--- src/rtl/muldiv_pkg.sv ---
// Shared definitions for the RV32M multiply/divide unit: op encodings, FSM states,
// and helpers that decide the signedness of each operand.
package muldiv_pkg;

    localparam int MD_XLEN = 32;

    typedef logic [2:0] md_op_t;

    localparam md_op_t MD_MUL    = 3'b000;
    localparam md_op_t MD_MULH   = 3'b001;
    localparam md_op_t MD_MULHSU = 3'b010;
    localparam md_op_t MD_MULHU  = 3'b011;
    localparam md_op_t MD_DIV    = 3'b100;
    localparam md_op_t MD_DIVU   = 3'b101;
    localparam md_op_t MD_REM    = 3'b110;
    localparam md_op_t MD_REMU   = 3'b111;

    typedef logic [1:0] md_state_t;

    localparam md_state_t ST_IDLE  = 2'd0;
    localparam md_state_t ST_CALC  = 2'd1;
    localparam md_state_t ST_FIXUP = 2'd2;
    localparam md_state_t ST_DONE  = 2'd3;

    // MUL is treated as unsigned: the low half of the product does not depend on signedness.
    function automatic logic op_a_signed(input md_op_t op);
        return (op == MD_MULH) || (op == MD_MULHSU) || (op == MD_DIV) || (op == MD_REM);
    endfunction

    function automatic logic op_b_signed(input md_op_t op);
        return (op == MD_MULH) || (op == MD_DIV) || (op == MD_REM);
    endfunction

endpackage

--- src/rtl/divu_step.sv ---
// One restoring unsigned-division step: shifts the next dividend bit into the partial
// remainder and subtracts the divisor when it fits.
module divu_step #(
    parameter int XLEN = 32
) (
    input  logic [XLEN-1:0] rem_in,
    input  logic [XLEN-1:0] quo_in,
    input  logic [XLEN-1:0] divisor,
    output logic [XLEN-1:0] rem_out,
    output logic [XLEN-1:0] quo_out
);

    logic [XLEN:0]   shifted;
    logic [XLEN-1:0] diff;
    logic            fits;

    // The true difference is always below the divisor, so XLEN bits suffice for it.
    always_comb begin
        shifted = {rem_in, quo_in[XLEN-1]};
        diff    = shifted[XLEN-1:0] - divisor;
        fits    = (shifted >= {1'b0, divisor});
        rem_out = fits ? diff : shifted[XLEN-1:0];
        quo_out = {quo_in[XLEN-2:0], fits};
    end

endmodule

--- src/rtl/muldiv_unit.sv ---
// Iterative RV32M multiply/divide unit: one shift-add or restoring-subtract step per
// cycle on magnitudes, sign fix-up at the end, valid/ready on both sides.
module muldiv_unit
    import muldiv_pkg::*;
#(
    parameter int XLEN = MD_XLEN
) (
    input  logic            clk,
    input  logic            rst_n,
    input  logic            flush,
    input  logic            in_valid,
    output logic            in_ready,
    input  logic [2:0]      op,
    input  logic [XLEN-1:0] A,
    input  logic [XLEN-1:0] B,
    output logic            out_valid,
    input  logic            out_ready,
    output logic [XLEN-1:0] Result,
    output logic            busy
);

    localparam int CW = $clog2(XLEN);

    md_state_t         state_reg;
    logic [CW-1:0]     cnt_reg;
    md_op_t            op_reg;
    logic              neg_reg;
    logic [XLEN-1:0]   b_mag_reg;
    logic [2*XLEN-1:0] acc_reg;
    logic [XLEN-1:0]   result_reg;

    logic              a_sign;
    logic              b_sign;
    logic [XLEN-1:0]   a_mag;
    logic [XLEN-1:0]   b_mag;
    logic              b_zero;
    logic              div_ovf;
    logic              special;
    logic [XLEN-1:0]   special_val;
    logic              res_neg;

    always_comb begin
        a_sign  = op_a_signed(op) & A[XLEN-1];
        b_sign  = op_b_signed(op) & B[XLEN-1];
        a_mag   = a_sign ? -A : A;
        b_mag   = b_sign ? -B : B;
        b_zero  = (B == '0);
        div_ovf = ((op == MD_DIV) || (op == MD_REM)) &&
                  (A == {1'b1, {(XLEN-1){1'b0}}}) && (B == '1);
        special = op[2] & (b_zero | div_ovf);
        if (b_zero) begin
            special_val = op[1] ? A : '1;
        end else begin
            special_val = op[1] ? '0 : A;
        end
        // Remainder follows the dividend; quotient and products follow the operand XOR.
        res_neg = (op[2] & op[1]) ? a_sign : (a_sign ^ b_sign);
    end

    logic [XLEN:0]     mul_sum;
    logic [2*XLEN-1:0] mul_next;
    logic [XLEN-1:0]   div_rem_next;
    logic [XLEN-1:0]   div_quo_next;

    always_comb begin
        mul_sum  = {1'b0, acc_reg[2*XLEN-1:XLEN]} + {1'b0, b_mag_reg};
        mul_next = acc_reg[0] ? {mul_sum, acc_reg[XLEN-1:1]}
                              : {1'b0, acc_reg[2*XLEN-1:1]};
    end

    divu_step #(
        .XLEN(XLEN)
    ) u_divu_step (
        .rem_in  (acc_reg[2*XLEN-1:XLEN]),
        .quo_in  (acc_reg[XLEN-1:0]),
        .divisor (b_mag_reg),
        .rem_out (div_rem_next),
        .quo_out (div_quo_next)
    );

    logic [2*XLEN-1:0] prod_signed;
    logic [XLEN-1:0]   div_sel;
    logic [XLEN-1:0]   fixup_val;

    // Accumulator layout: multiply {hi, lo} product; divide {remainder, quotient}.
    always_comb begin
        prod_signed = neg_reg ? -acc_reg : acc_reg;
        div_sel     = op_reg[1] ? acc_reg[2*XLEN-1:XLEN] : acc_reg[XLEN-1:0];
        if (op_reg[2]) begin
            fixup_val = neg_reg ? -div_sel : div_sel;
        end else if (op_reg[1:0] == 2'b00) begin
            fixup_val = prod_signed[XLEN-1:0];
        end else begin
            fixup_val = prod_signed[2*XLEN-1:XLEN];
        end
    end

    always_ff @(posedge clk or negedge rst_n) begin
        if (!rst_n) begin
            state_reg  <= ST_IDLE;
            cnt_reg    <= '0;
            op_reg     <= MD_MUL;
            neg_reg    <= 1'b0;
            b_mag_reg  <= '0;
            acc_reg    <= '0;
            result_reg <= '0;
        end else if (flush) begin
            state_reg <= ST_IDLE;
            cnt_reg   <= '0;
        end else begin
            case (state_reg)
                ST_IDLE: begin
                    if (in_valid) begin
                        op_reg <= op;
                        if (special) begin
                            result_reg <= special_val;
                            state_reg  <= ST_DONE;
                        end else begin
                            acc_reg   <= {{XLEN{1'b0}}, a_mag};
                            b_mag_reg <= b_mag;
                            neg_reg   <= res_neg;
                            cnt_reg   <= '0;
                            state_reg <= ST_CALC;
                        end
                    end
                end
                ST_CALC: begin
                    acc_reg <= op_reg[2] ? {div_rem_next, div_quo_next} : mul_next;
                    if (cnt_reg == CW'(XLEN-1)) begin
                        state_reg <= ST_FIXUP;
                    end else begin
                        cnt_reg <= cnt_reg + 1'b1;
                    end
                end
                ST_FIXUP: begin
                    result_reg <= fixup_val;
                    state_reg  <= ST_DONE;
                end
                default: begin
                    if (out_ready) begin
                        state_reg <= ST_IDLE;
                    end
                end
            endcase
        end
    end

    assign in_ready  = (state_reg == ST_IDLE) & ~flush;
    assign out_valid = (state_reg == ST_DONE);
    assign busy      = (state_reg != ST_IDLE);
    assign Result    = result_reg;

endmodule
--- config.mk ---
export PLATFORM = sky130hd
export DESIGN_NAME = muldiv_unit
export DESIGN_NICKNAME = d
export VERILOG_FILES = /design/src/rtl/muldiv_pkg.sv /design/src/rtl/divu_step.sv /design/src/rtl/muldiv_unit.sv
export SDC_FILE = /design/constraint.sdc
export NUM_CORES = 1
export LEC_CHECK = 0
export CAP_MARGIN = 20
export CORE_MARGIN = 4
export CORE_UTILIZATION = 45
export DETAILED_ROUTE_END_ITERATION = 8
export MAX_ROUTING_LAYER = met4
export PLACE_DENSITY = 0.71
export SLEW_MARGIN = 20
export SYNTH_ARGS = -nofsm -noshare
export SYNTH_HDL_FRONTEND = slang
export SYNTH_SLANG_ARGS = --single-unit
--- constraint.sdc ---
create_clock -name clk -period 6.2 [get_ports clk]
set_clock_uncertainty 0.05 [all_clocks]
set_input_delay 1.24 -clock clk [delete_from_list [all_inputs] [get_ports clk]]
set_output_delay 1.24 -clock clk [all_outputs]
set_load 0.005 [all_outputs]
## Word level (Yosys, flattened, before mapping)

Cells that the tools add are included.

- Bits in registers: 139
- Output and inout bits: 35

- Add/subtract/negate cells: 7
- Order comparisons: 1
- Equal/unequal tests: 17
- Multiplexer cells: 31
- Bitwise gates (word level): 9
- Reductions and logical operators: 22

Operators with widths:

| operator | count |
|---|---|
| two-way mux 32 bit | 12 |
| two-way mux 64 bit | 5 |
| one-hot mux 64 bit (2 select lines) | 1 |
| negation 32 bit | 3 |
| == test 32 bit (second input constant) | 2 |
| negation 64 bit | 1 |
| one-hot mux 32 bit (2 select lines) | 1 |
| adder 32 x 32 -> 33 bit | 1 |
| >= comparator 33 x 32 -> 1 bit | 1 |
| logical NOT 32 bit | 1 |
| subtractor 32 bit | 1 |
| two-way mux 5 bit | 4 |
| AND reduction 4 bit | 4 |
| != test 3 bit (second input constant) | 4 |
| two-way mux 2 bit | 5 |
| one-hot mux 5 bit (2 select lines) | 1 |
| == test 3 bit (second input constant) | 2 |
| logical OR 1 bit | 6 |
| != test 2 bit (second input constant) | 3 |
| one-hot mux 2 bit (3 select lines) | 1 |
| AND reduction 3 bit | 2 |
| nonzero test 2 bit | 3 |
| adder 5 x 1 -> 5 bit (second input constant) | 1 |
| bitwise AND 1 bit | 5 |
| other kinds (13) | 17 |

## Logic depth before layout (Yosys ltp)

Gate-level depths: netlist of run 1.

- Word-level depth: 10
- Depth in mapped cells: 16

## By module

A second synthesis of run 1 with hierarchy kept.

- Cell total of the unflattened synthesis: 2153
- Area total of the unflattened synthesis: 16450.8 um2

By module, submodules not included:

| module | instances | cells an instance | area an instance (um2) |
|---|---|---|---|
| muldiv_unit | 1 | 1798 | 13879.6 |
| divu_step | 1 | 355 | 2571.2 |

## Worst setup path before layout of run 1

OpenSTA, ideal clock, no wires.

- Path kind: input -> register
- Start point: input port B[8]
- End point: register result_reg[31] (netlist: Result[31])
- Data arrival time: 4099 ps
- Slack: 1941 ps
- Cell stages on the path: 11
- Buffers on the path: 3
- Cells stage by stage: or4_1 or3_1 nor4_2 and3_1 clkbuf_1 o21ai_1 a2bb2oi_1 or2_1 buf_2 clkbuf_1 o41ai_1

- Cells in the longest elaborated chain, start to end: 6
- Elaborated cells between the ends (all ways): 11
- Those cells by class: eq/ne (2); mux (4); bitwise (2); reduce/logical (3)

Ends and longest elaborated chain:

| what | line | RTL |
|---|---|---|
| start: declaration | muldiv_unit.sv:15 | `input logic [XLEN-1:0] B,` |
| == test 32 bit | muldiv_unit.sv:49 | `(A == {1'b1, {(XLEN-1){1'b0}}}) && (B == '1);` |
| logical AND 1 bit | muldiv_unit.sv:49 |  |
| OR 1 bit | muldiv_unit.sv:50 | `special = op[2] & (b_zero \| div_ovf);` |
| bitwise AND 1 bit | muldiv_unit.sv:50 |  |
| != test 2 bit (no line) | -- |  |
| AND reduction 4 bit (no line) | -- |  |
| end signal: assignment | muldiv_unit.sv:116 | `result_reg <= special_val;` |
| end signal: assignment | muldiv_unit.sv:136 | `result_reg <= fixup_val;` |
| end: declaration | muldiv_unit.sv:30 | `logic [XLEN-1:0] result_reg;` |

Parallel ways exist; a longest one is shown, timed or not. The select of a mux whose other input is x is not followed.
A chain may end at the register's enable or synchronous reset.

## Worst setup path after layout of run 1

- Start point: input port B[8]
- End point: register result_reg[1] (netlist: Result[1])

The elaborated chain is that of the path after synthesis.

==> results of run 1 <==
worst paths after layout:
path / cells past startpoint / end / from
setup / recovery: 10 / Result[1] / B[8]
hold / removal: 2 / Result[9] / Result[9]
setup reg to reg: 11 / Result[22] / acc_reg[1]
hold reg to reg: 2 / Result[9] / Result[9]
max in group asynchronous: 2 / Result[2] / rst_n
min in group asynchronous: 1 / b_mag_reg[17] / rst_n
through the flow:
stage               cell area [um^2]  hold slack (ns)   util
global placement               17000            0.411  0.492
global route                   17700            0.449  0.511
detailed placement             17000            0.421  0.492
finish                         17700            0.430  0.511
CTS                            17700            0.436  0.510
floorplan                      15900            0.417      -
worst max-delay path, delay by kind of cell:
kind,cells,cell delay [ns]
AO/OA/AOI/OAI,2,0.27
buffers and inverters,2,0.88
multiplexers,1,0.31
AND/OR/NAND/NOR,5,2.40
synthesized netlist by cell type (30+ instances only):
master    number
a211oi_1      37
a21o_1        34
a21oi_1      156
a31oi_1       30
clkbuf_1     162
dfrtp_1      139
ha_1          75
inv_1         69
mux2i_1       78
nand2_1      259
nand3_1       47
nand4_1       34
nor2_1       147
nor3_1        64
nor4_1        33
o21ai_0      175
o31ai_1       53
xnor2_1      102
xor2_1        80
power breakdown:
| group | internal [mW] | total, mW | switching (mW) |
|---|---|---|---|
| Sequential | 1.26 | 2.19 | 0.935 |
| Clock | 0.682 | 1.16 | 0.481 |
| Combinational | 2.72 | 6.78 | 4.07 |
cells by family after synthesis:
logic type,count (synthesis),synth area share
xor gates and xnor gates,182,0.101
and+or+nand+nor,721,0.219
muxes,96,0.0623
buffers and inverters,248,0.0601
adders and majority gates,93,0.0718
AOI/OAI and AO/OA,666,0.267
DFF,139,0.219
cells in the final DEF, fill, tap and decap left out, types with 19 or more instances in the layout:
cell and n:
a211oi_1 37, a21o_1 34, a21oi_1 155, a31oi_1 30, buf_4 28, clkdlybuf4s50_1 105, dfrtp_1 136, ha_1 73
inv_1 69, mux2i_1 78, nand2_1 259, nand3_1 47, nand4_1 34, nor2_1 145, nor3_1 64, nor4_1 32
o211ai_1 19, o21ai_0 175, o31ai_1 53, xnor2_1 102, xor2_1 80
cell type report:
| class | instances | area (um^2) |
|---|---|---|
| Antenna cell | 3 | 7.51 |
| Inverter | 70 | 263 |
| Clock inverter | 14 | 206 |
| Clock buffer | 18 | 429 |
| Fill cell | 3329 | 16900 |
| Sequential cell | 139 | 3480 |
| Multi-Input combinational cell | 1758 | 11500 |
| Timing Repair Buffer | 134 | 1270 |
| Tap cell | 455 | 569 |
routing by layer:
layer	track usage	vias to the layer above
li1	-	7775
met1	0.418	7906
met2	0.440	739
met3	0.0572	112
met4	0.108	0
met5	-	-
==> qor.yml, run 1 <==
sta:
  slew_violations: 0
  period_minus_slack_ns: 4.85
  slew_headroom: 0.254
  fin_ws_ns: 1.35
  rsz0062_at_grt: "false"
  final.setup.tns_ns: 0
  tightest_slew_ns: 1.12
  post-route-period-util: 0.782
  finalHoldViolCount: 0
  setup_viol: 0
  clock.fmax_mhz: 206
synthesis:
  ys_ff_latch: 139
  ys_types: 81
  synth_top_cell_by_area: "dfrtp_1"
  synth_area_um2: 15900
  synth_area_leaders: "dfrtp_1 (22%), nand2_1 (6.1%), ha_1 (5.9%)"
  postSynthCellCount: 2145
  yosys_warnings: 0
  synth_nets: 2294
  synth-edff-count: 0
  async_reset_ff_frac: 1.00
  synthFlopType: "dfrtp_1"
  synth_top_area_frac: 0.219
  syn_avg_cell_area_um2: 7.39
  yosysSeqAreaShare: 0.219
floorplan:
  io_pins: 107
  die_y_um: 196
  coreArea_um2: 34600
  start_util: 0.458
  die_width_um: 196
  rows: 68
  dieArea_um2: 38300
routing:
  route.met2.wl_um: 24900
  dr_wl_met3_um: 4520
  routed_wl_um: 57200
  drtAntennaViolNets: 0
  first_pass_iters: 7
  wl_per_cell_um: 22.1
  drc: 0
  vias_per_cell: 6.38
  wl_met1_um: 25600
  drt-initial-drc-count: 2044
  routed.top_layer: "met4"
  vias: 16500
cts:
  cts_inserted_buffers: 17
  insertion_delay_ns: 0.47
  ctsHtreeMaxLevel: 4
  ctsResizeCount: 0
  cts_hold_buf: 0
  path_clk_slew_ns: 0.06
  root_buffer: "clkbuf_16"
  cts_setup_buffers: 0
  cts_buffer_depth: 2
  cts_tree: "built"
  cts_sinks: 139
global_routing:
  grt_antenna_before_repair: 2
  grt_pass1_vias: 15500
  grt_max_degree: 94
  grt.overflow.total: 0
  grt_pass1_wl_um: 90100
  grt.total_usage: 0.301
critical_path:
  cp_slowest_stage_delay_ns: 0.61
  path_max_fanout: 41
  worst-r2r-setup-slack_ns: 1.67
  cpMaxStageDelayCell: "or4_1"
  critPathCaptureType: "flop"
  required_ns: 6.49
  worstSetupPathType: "in -> reg"
  start_kind: "primary input"
  path_cells: "clkdlybuf4s50_1, or4_1, or3_1, nor4_2, and3_1, o21ai_1, a2bb2oi_1, or2_2, buf_4, mux2_2"
  cp_data_arrival_time_ns: 5.14
cells_and_area:
  finalNetCount: 2269
  fin_cells: 2591
  syn2layout_area_growth_pct: 11.6
  drive_gt1_frac: 0.0563
  largest_register_ffs: 64
outcome:
  status: "complete, no violations"
place:
  placed_cells: 2556
  place.gp.congestion: 0.979
  dp_slack_ns: 0.870
  port_buffers: 106
  hpwl_um: 42300
power:
  p_per_area_nw_per_um2: 573
  power_leakage_nw: 7.25
  vdd_drop_max_mv: 0.395
  power_mw: 10.1
hold_path:
  hold_path_class: "reg -> reg"
flow_run:
  maxCapViolCount: 0
No activity file was read; power rests on OpenSTA's default activity.
==> run 2: changes to the inputs <==
==> constraint.sdc (replaced) <==
create_clock -name clk -period 4.78 [get_ports clk]
set_clock_uncertainty 0.05 [all_clocks]
set_input_delay 0.956 -clock clk [delete_from_list [all_inputs] [get_ports clk]]
set_output_delay 0.956 -clock clk [all_outputs]
set_load 0.005 [all_outputs]
==> run 2 against run 1 <==
Non-clock buffer count increased by 44. Utilization up 0.93 points. Critical path depth up 1. Count of clock-buffer cells in the layout up 2. Worst hold slack improved by 0.0022 ns. First-iteration DRC count decreased by 4.1%. Combinational power is 35% higher. Die area stayed put. Global-route usage down 0.11 points. Clock power is 17% higher. Critical endpoint is now Result[26]. Largest power group unchanged.
==> qor.yml, run 2 (synthesized netlist as in run 1, its figures left out) <==
outcome:
  status: "complete, no violations"
sta:
  final.setup.tns_ns: 0
  period_minus_slack_ns: 4.22
  finalHoldViolCount: 0
  setup_viol: 0
  slew_headroom: 0.378
  post-route-period-util: 0.883
  slew_violations: 0
  holdWs_ns: 0.433
  tightest_slew_ns: 0.933
  clock.fmax_mhz: 237
  rsz0062_at_grt: "false"
flow_run:
  maxCapViolCount: 0
critical_path:
  cp.depth: 11
  worstReg2RegEnd: "Result[22]"
  rr_worst_depth: 12
  cpMaxStageDelayCell: "or4_1"
  critPathCaptureType: "flop"
  required_ns: 5.12
  endpoint: "Result[26]"
  cp_top_family: "simple AND/OR/NAND/NOR gates"
  cp_data_arrival_time_ns: 4.56
  worstSetupPathType: "in -> reg"
  r2r_start: "acc_reg[1]"
  crit_buf_inv: 2
  path_cells: "clkdlybuf4s50_1, or4_1, nor4_1, nand4_1, nor3_1, o21ai_1, a2bb2oi_1, or2_2, buf_12, a311oi_1, a21o_1"
  path_max_fanout: 37
  startpoint: "A[15]"
  cp_slowest_stage_delay_ns: 0.61
  worst-r2r-setup-slack_ns: 0.61
  start_kind: "primary input"
power:
  vdd_drop_max_mv: 0.424
  power_leakage_nw: 7.47
  p_per_area_nw_per_um2: 730
  seqPwrFrac: 0.198
  sw_frac_of_total: 0.540
  internal_power_mw: 6.05
  p_comb_frac: 0.699
  p_clk_frac: 0.103
  switchingPower_mw: 7.09
cells_and_area:
  finalNetCount: 2313
  final_common_cell: "nand2_1"
  design_area_um2: 18000
  syn2layout_area_growth_pct: 13.6
  mostFrequentLayoutCells: "nand2_1 (259), o21ai_0 (175), a21oi_1 (155)"
  fillCellCount: 3357
  drive_gt1_frac: 0.0749
  largest_register_ffs: 64
cts:
  cts_sinks: 139
  cts_setup_buffers: 0
  cts_buffer_depth: 2
  cts_hold_buf: 0
  ctsResizeCount: 0
  cts_tree: "built"
  insertion_delay_ns: 0.46
  cts_inserted_buffers: 17
  ctsHtreeMaxLevel: 4
  root_buffer: "clkbuf_16"
  path_clk_slew_ns: 0.06
hold_path:
  hold_path_class: "reg -> reg"
  whs_path_depth: 2
  hold_start: "Result[27]"
place:
  port_buffers: 106
  hpwl_um: 42800
  place.gp.congestion: 0.982
  dpl-instance-area_um2: 17400
routing:
  drc: 0
  drt-initial-drc-count: 1961
  routed.top_layer: "met4"
  dr_wl_met3_um: 5620
  wl_met1_um: 24300
  route.met2.wl_um: 25300
  first_pass_iters: 6
  wl_per_cell_um: 21.8
  vias_per_cell: 6.42
  vias: 16900
  routed_wl_um: 57500
  drtAntennaViolNets: 0
global_routing:
  grt_max_degree: 75
  grt_pass1_wl_um: 89800
  grt.total_usage: 0.300
  grt.overflow.total: 0
  grt_pass1_vias: 15900
  grt_antenna_before_repair: 1
floorplan:
  io_pins: 107
  die_width_um: 196
  rows: 68
  start_util: 0.458
  die_y_um: 196
  dieArea_um2: 38300
  coreArea_um2: 34600
==> run 2: per-stage QoR <==
stage          setup slack, ns   util  power, mW  instances
2_1_floorplan            0.602      -       9.00       2145
3_3_place_gp             0.247  0.503       11.3       2600
3_5_place_dp             0.211  0.503       11.5       2600
4_1_cts                  0.690  0.520       12.9       2632
5_1_grt                  0.369  0.520       14.1       2633
6_report                 0.560  0.520       13.1       2633
==> run 2: worst min path at each step <==
| stage | slack [ns] | to |
|---|---|---|
| after floorplan | 0.42 | Result[28] |
| after global placement | 0.42 | Result[17] |
| after detailed placement | 0.42 | Result[27] |
| after CTS | 0.43 | Result[27] |
| after global routing | 0.46 | Result[11] |
| final | 0.43 | Result[27] |
==> run 2: metal layers <==
metal,vias up,global-route usage
met5,-,-
met4,0,0.117
met3,136,0.0551
met2,882,0.447
met1,8006,0.406
li1,7871,-
==> run 2: worst min-delay path, delay by kind of cell, from the launching register on <==
kind             cells  cell delay (ns)
AO/OA/AOI/OAI        1             0.05
flip-flops           1             0.34
AND/OR/NAND/NOR      1             0.05
==> run 2: power groups by stage <==
stage	combinational (mW)	clock, mW	sequential [mW]
6_report	9.18	1.36	2.60
5_1_grt	10.0	1.42	2.66
4_1_cts	8.97	1.37	2.56
3_5_place_dp	8.91	0	2.58
3_3_place_gp	8.75	0	2.56
2_1_floorplan	7.06	0	1.94
==> run 2: final cells by class <==
cell class              count  area [um^2]  share of cell area
clock inverters            12          115             0.00639
diodes                      1         2.50            0.000139
well taps                 455          569              0.0316
repair buffers            178         1670              0.0925
multi-input cells        1758        11400               0.636
clock buffers              20          457              0.0254
flip-flops and latches    139         3480               0.194
inverters                  70          263              0.0146
